**config.mk**
```make
export PLATFORM = sky130hd
export DESIGN_NAME = bus_dev_port
export DESIGN_NICKNAME = d
export VERILOG_FILES = /design/src/rtl/bus_dev_port.sv
export SDC_FILE = /design/constraint.sdc
export NUM_CORES = 1
export LEC_CHECK = 0
export ABC_CLOCK_PERIOD_IN_PS = 7300
export BUFFER_PORTS_ARGS = -buffer_cell sky130_fd_sc_hd__buf_2
export CAP_MARGIN = 20
export CORE_UTILIZATION = 25
export DETAILED_ROUTE_END_ITERATION = 7
export PLACE_DENSITY = 0.47
export REMOVE_ABC_BUFFERS = 1
export SYNTH_ARGS = -nofsm -noshare
export SYNTH_HDL_FRONTEND = slang
export SYNTH_SLANG_ARGS = --single-unit
```
**constraint.sdc**
```tcl
create_clock -name clk -period 7.3 [get_ports clk]
set_clock_uncertainty 0.15 [all_clocks]
set_input_delay 0 -clock clk [delete_from_list [all_inputs] [get_ports clk]]
set_output_delay 0 -clock clk [all_outputs]
set_load 0.01 [all_outputs]
```
**src/rtl/bus_dev_port.sv**
```systemverilog
// Purpose: per-slot bus endpoint; host TX FIFO toward the bus and a destination-filtered RX FIFO back to the host.
// Latency: a host write raises pndng one cycle later, and an accepted push raises rx_vld one cycle later; both heads are fall-through.
// Backpressure: a full FIFO drops new writes and sets a sticky overflow flag, unless that FIFO is read in the same cycle.

// Generic circular FIFO: fall-through head, registered count, drop pulse on a rejected write.
module bus_dev_fifo #(
  parameter int W     = 16,
  parameter int DEPTH = 8
) (
  input  logic                     clk,
  input  logic                     reset,
  input  logic                     wr,
  input  logic [W-1:0]             wdat,
  input  logic                     rd,
  output logic [W-1:0]             rdat,
  output logic [$clog2(DEPTH):0]   cnt,
  output logic                     full,
  output logic                     nempty,
  output logic                     drop
);
  localparam int AW = $clog2(DEPTH);
  localparam int CW = AW + 1;

  logic [W-1:0]  mem [DEPTH];
  logic [AW-1:0] wr_ptr;
  logic [AW-1:0] rd_ptr;
  logic          wr_ok;
  logic          rd_ok;

  assign nempty = (cnt != '0);
  assign full   = (cnt == CW'(DEPTH));
  // A read on an empty FIFO is ignored. A write into a full FIFO is still
  // accepted when a read frees a slot in the same cycle.
  assign rd_ok  = rd && nempty;
  assign wr_ok  = wr && (!full || rd_ok);
  assign drop   = wr && !wr_ok;
  assign rdat   = nempty ? mem[rd_ptr] : '0;

  // Storage array; contents need no reset because the head is gated by nempty.
  always_ff @(posedge clk) begin
    if (!reset && wr_ok) mem[wr_ptr] <= wdat;
  end

  // Pointers wrap naturally (power-of-two depth); the count tracks the net change.
  always_ff @(posedge clk) begin
    if (reset) begin
      wr_ptr <= '0;
      rd_ptr <= '0;
      cnt    <= '0;
    end else begin
      if (wr_ok) wr_ptr <= wr_ptr + 1'b1;
      if (rd_ok) rd_ptr <= rd_ptr + 1'b1;
      case ({wr_ok, rd_ok})
        2'b10:   cnt <= cnt + 1'b1;
        2'b01:   cnt <= cnt - 1'b1;
        default: cnt <= cnt;
      endcase
    end
  end
endmodule

// Device endpoint: one instance per bus slot.
module bus_dev_port #(
  parameter int         pckg_sz   = 16,
  parameter int         depth     = 8,
  parameter logic [7:0] dev_id    = 8'd0,
  parameter logic [7:0] broadcast = {8{1'b1}}
) (
  input  logic                     clk,
  input  logic                     reset,
  input  logic                     wr_en,
  input  logic [pckg_sz-1:0]       wr_data,
  output logic                     tx_full,
  output logic [$clog2(depth):0]   tx_cnt,
  output logic                     tx_ovf,
  output logic                     pndng,
  output logic [pckg_sz-1:0]       D_pop,
  input  logic                     pop,
  input  logic                     push,
  input  logic [pckg_sz-1:0]       D_push,
  input  logic                     rd_en,
  output logic [pckg_sz-1:0]       rd_data,
  output logic                     rx_vld,
  output logic [$clog2(depth):0]   rx_cnt,
  output logic                     rx_ovf,
  output logic [7:0]               misroute_cnt
);
  logic       tx_drop;
  logic       rx_drop;
  logic       rx_full;
  logic [7:0] dest;
  logic       accept;

  assign dest   = D_push[pckg_sz-1 -: 8];
  assign accept = (dest == dev_id) || (dest == broadcast);

  bus_dev_fifo #(.W(pckg_sz), .DEPTH(depth)) u_tx (
    .clk    (clk),
    .reset  (reset),
    .wr     (wr_en),
    .wdat   (wr_data),
    .rd     (pop),
    .rdat   (D_pop),
    .cnt    (tx_cnt),
    .full   (tx_full),
    .nempty (pndng),
    .drop   (tx_drop)
  );

  bus_dev_fifo #(.W(pckg_sz), .DEPTH(depth)) u_rx (
    .clk    (clk),
    .reset  (reset),
    .wr     (push && accept),
    .wdat   (D_push),
    .rd     (rd_en),
    .rdat   (rd_data),
    .cnt    (rx_cnt),
    .full   (rx_full),
    .nempty (rx_vld),
    .drop   (rx_drop)
  );

  // Sticky overflow flags; cleared only by reset.
  always_ff @(posedge clk) begin
    if (reset) begin
      tx_ovf <= 1'b0;
      rx_ovf <= 1'b0;
    end else begin
      if (tx_drop) tx_ovf <= 1'b1;
      if (rx_drop) rx_ovf <= 1'b1;
    end
  end

  // Count deliveries addressed to someone else, saturating at 255.
  always_ff @(posedge clk) begin
    if (reset) begin
      misroute_cnt <= 8'd0;
    end else if (push && !accept && (misroute_cnt != 8'hFF)) begin
      misroute_cnt <= misroute_cnt + 8'd1;
    end
  end
endmodule

```
==> flow_metrics.env <==
export IMPL_status="complete, no violations"
export IMPL_nFillCells=4437
export IMPL_intPower_w=0.00306
export IMPL_portBuffers=90
export IMPL_die_x_um=217
export IMPL_gp_congestion=0.742
export IMPL_synth_area_leaders="edfxtp_1 66%, mux4_2 12%, dfxtp_1 6.2%"
export IMPL_start_kind="register"
export IMPL_synth_edf_count=256
export IMPL_clock_fmax_ghz=0.357
export IMPL_drt_pass1_iterations=4
export IMPL_ys_types=53
export IMPL_clkLatencyLatePin_ns=0.55
export IMPL_synth_top_flop_cell="edfxtp_1"
export IMPL_p_comb_frac=0.148
export IMPL_die_area_um2=47300
export IMPL_n_antenna_cell=0
export IMPL_finalSetupTns_ns=0
export IMPL_syn_area_um2=11600
export IMPL_hold_slack_ns=0.114
export IMPL_syn2layout_area_growth_pct=23.7
export IMPL_drt_iter0_markers=241
export IMPL_grt_pass1_vias=6339
export IMPL_finalHoldViolCount=0
export IMPL_gr_total_overflow=0
export IMPL_min_path_type="in2reg"
export IMPL_path_class="reg2reg"
export IMPL_via_per_inst=4.25
export IMPL_seq_area_um2=8410
export IMPL_async_flop_share=0
export IMPL_initial_utilization=0.255
export IMPL_maxCapViolations=0
export IMPL_synth_xor_area_frac=0.0106
export IMPL_synth_top_family_by_area="multiplexers"
export IMPL_peakVddDrop_v=0.000216
export IMPL_p_per_area_nw_per_um2=283
export IMPL_cts_clk_slew_worst_paths_ns=0.06
export IMPL_grt_pass1_wl_um=38900
export IMPL_seqPwrFrac=0.463
export IMPL_vias=5974
export IMPL_hpwl_um=15000
export IMPL_synth_mux_area_frac=0.158
export IMPL_io_pins=91
export IMPL_synth_adder_area_share=0.0125
export IMPL_antenna_found_initial=0
export IMPL_worst_ep_arrival_time_ns=3.14
export IMPL_synth_top_area_cell="edfxtp_1"
export IMPL_multiInputGateArea_um2=3080
export IMPL_wl_um=25200
export IMPL_cp_cell_sequence="nor4_4, buf_4, inv_2, and2_1, ha_1, xor2_1, ha_1, a21oi_1, xor2_1, or3_1, a21oi_1"
export IMPL_cts_tree="built"
export IMPL_max_slew_margin_rel=0.335
export IMPL_worst_path_dominant_cell_family="simple AND/OR/NAND/NOR gates"
export IMPL_power_switching_w=0.000996
export IMPL_p_leak_nw=4.70
export IMPL_cpPeakStageDelay_ns=0.39
export IMPL_grt_usage=0.108
export IMPL_syn_inst=625
export IMPL_cts_root_buf="clkbuf_16"
export IMPL_htreeDepth=1
export IMPL_drive_above_1_share=0.327
export IMPL_synth_avg_cell_area_um2=18.6
export IMPL_grt_setup_unrepaired="no"
export IMPL_worst_path_buf_inv=2
export IMPL_worstPathRequired_ns=7.64
export IMPL_cp_slowest_cell="dfxtp_1"
export IMPL_nNetsFinal=832
export IMPL_drc_errors=0
export IMPL_core_rowCount=78
export IMPL_fin_crit_ns=2.80
export IMPL_ant_nets=0
export IMPL_core_um2=45600
export IMPL_synth_seq_area_share=0.725
export IMPL_clock_sinks=292
export IMPL_grt_start_max_net_pins=40
export IMPL_synth_seq_cells=292
export IMPL_drv_slew=0
export IMPL_synth_compound_area_frac=0.0199
export IMPL_synth_top_area_share=0.662
export IMPL_dpl_instance_area_um2=12900
export IMPL_die_h_um=217
export IMPL_yosys_warnings=0
export IMPL_stdcell_area_um2=14400
export IMPL_clockPowerShare=0.389
export IMPL_cts_made_buffers=31
export IMPL_synth_simple_area_share=0.0599
export IMPL_end_kind="register"
export IMPL_setup_viol=0
export IMPL_worst_pin_slew_ns=0.996
export IMPL_switching_share=0.246
export IMPL_path_max_fanout=17
export IMPL_post_cts_buffers=0
export IMPL_routedWlPerCell_um=17.9
export IMPL_cts_buffer_depth=3
export IMPL_period_share=0.384
==> cells by family (layout without fill, tap and decap cells) <==
group,count (synthesis),count (layout)
AOI/OAI and AO/OA,34,34
xor gates and xnor gates,14,14
adders and majority gates,11,11
buffers and inverters,38,218
DFF,292,292
muxes,103,103
and+or+nand+nor,133,133
==> final cells by class <==
class	count	share of cell area
clock inverters	20	0.0159
flip-flops and latches	292	0.586
inverters	10	0.00262
well taps	600	0.0523
multi-input cells	295	0.215
clock buffers	35	0.0551
repair buffers	153	0.0734
==> state kept, by name (all words and copies together) (netlist names), named ones only <==
register      cells
u_tx.wr_ptr       3
tx_ovf            1
u_rx.mem        128
u_rx.wr_ptr       3
u_rx.cnt          4
u_tx.rd_ptr       3
u_tx.mem        128
u_rx.rd_ptr       3
u_tx.cnt          4
misroute_cnt      8
rx_ovf            1
==> final timing paths <==
path | startpoint | endpoint | slack (ns) | cells after the start
worst max-delay path | u_rx.cnt[0] | u_rx.cnt[2] | 4.50 | 11
worst min register to register | misroute_cnt[1] | misroute_cnt[1] | 0.38 | 2
worst max register to register | u_rx.cnt[0] | u_rx.cnt[2] | 4.50 | 11
worst min-delay path | wr_data[7] | u_tx.mem[4][7] | 0.11 | 2
==> per-stage QoR <==
stage                      util  power, W  setup slack, ns  cells
after global routing      0.315   0.00423             4.25   1405
after CTS                 0.314   0.00412             4.47   1403
after detailed placement  0.283   0.00251             4.47   1307
final                     0.315   0.00406             4.50   1405
after global placement    0.283   0.00251             4.49   1307
after floorplan               -   0.00228             3.90    597
==> metal layers <==
layer / GRT usage / up-vias / routed length (um)
met5: 0 / - / 0
met4: 0.0239 / 0 / 450
met3: 0.0204 / 34 / 984
met2: 0.191 / 109 / 12600
met1: 0.134 / 3037 / 11100
li1: - / 2794 / -
==> power by group through the flow <==
stage,combinational [W],sequential [W],clock [W]
3_5_place_dp,0.000598,0.00191,0
6_report,0.000600,0.00188,0.00158
5_1_grt,0.000665,0.00188,0.00168
3_3_place_gp,0.000597,0.00191,0
4_1_cts,0.000619,0.00188,0.00163
2_1_floorplan,0.000326,0.00195,0
==> cell usage after synthesis (all sizes together) (3+ instances only) <==
library cell,number
edfxtp,256
nor2,72
mux4,64
mux2i,37
dfxtp,36
buf,14
clkbuf,14
nand2,12
a21oi,10
ha,10
inv,10
or3,10
xor2,10
nor3,8
o21ai,8
nand3,6
nand4,5
a31oi,4
nand2b,4
or4,4
xnor2,4
nor4,3
==> what timing repair did <==
item | CTS | global route
hold buffers | 41 | 0
resized for setup | 0 | 0
hold endpoints to repair | 302 | 0
==> worst register-to-register path: cells and delay by family, from the launching register on <==
family / cells / cell delay [ns]
DFF: 1 / 0.39
buffers and inverters: 2 / 0.36
xor gates and xnor gates: 2 / 0.27
AOI/OAI and AO/OA: 2 / 0.27
and+or+nand+nor: 3 / 0.83
adders and majority gates: 2 / 0.48
==> placed cells by master, fill, tap and decap left out, types with 5 or more instances in the layout <==
cell / count
a21oi_1: 10
buf_2: 90
buf_4: 20
bufinv_16: 5
clkbuf_16: 31
clkinv_2: 10
dfxtp_1: 34
dlygate4sd3_1: 41
edfxtp_1: 256
ha_1: 10
inv_1: 8
mux2i_1: 37
mux4_2: 64
nand2_1: 12
nand3_1: 6
nor2_1: 61
nor2_2: 9
nor3_2: 5
o21ai_0: 6
or3_1: 5
xor2_1: 10
Power figures use the tool's default switching activity.
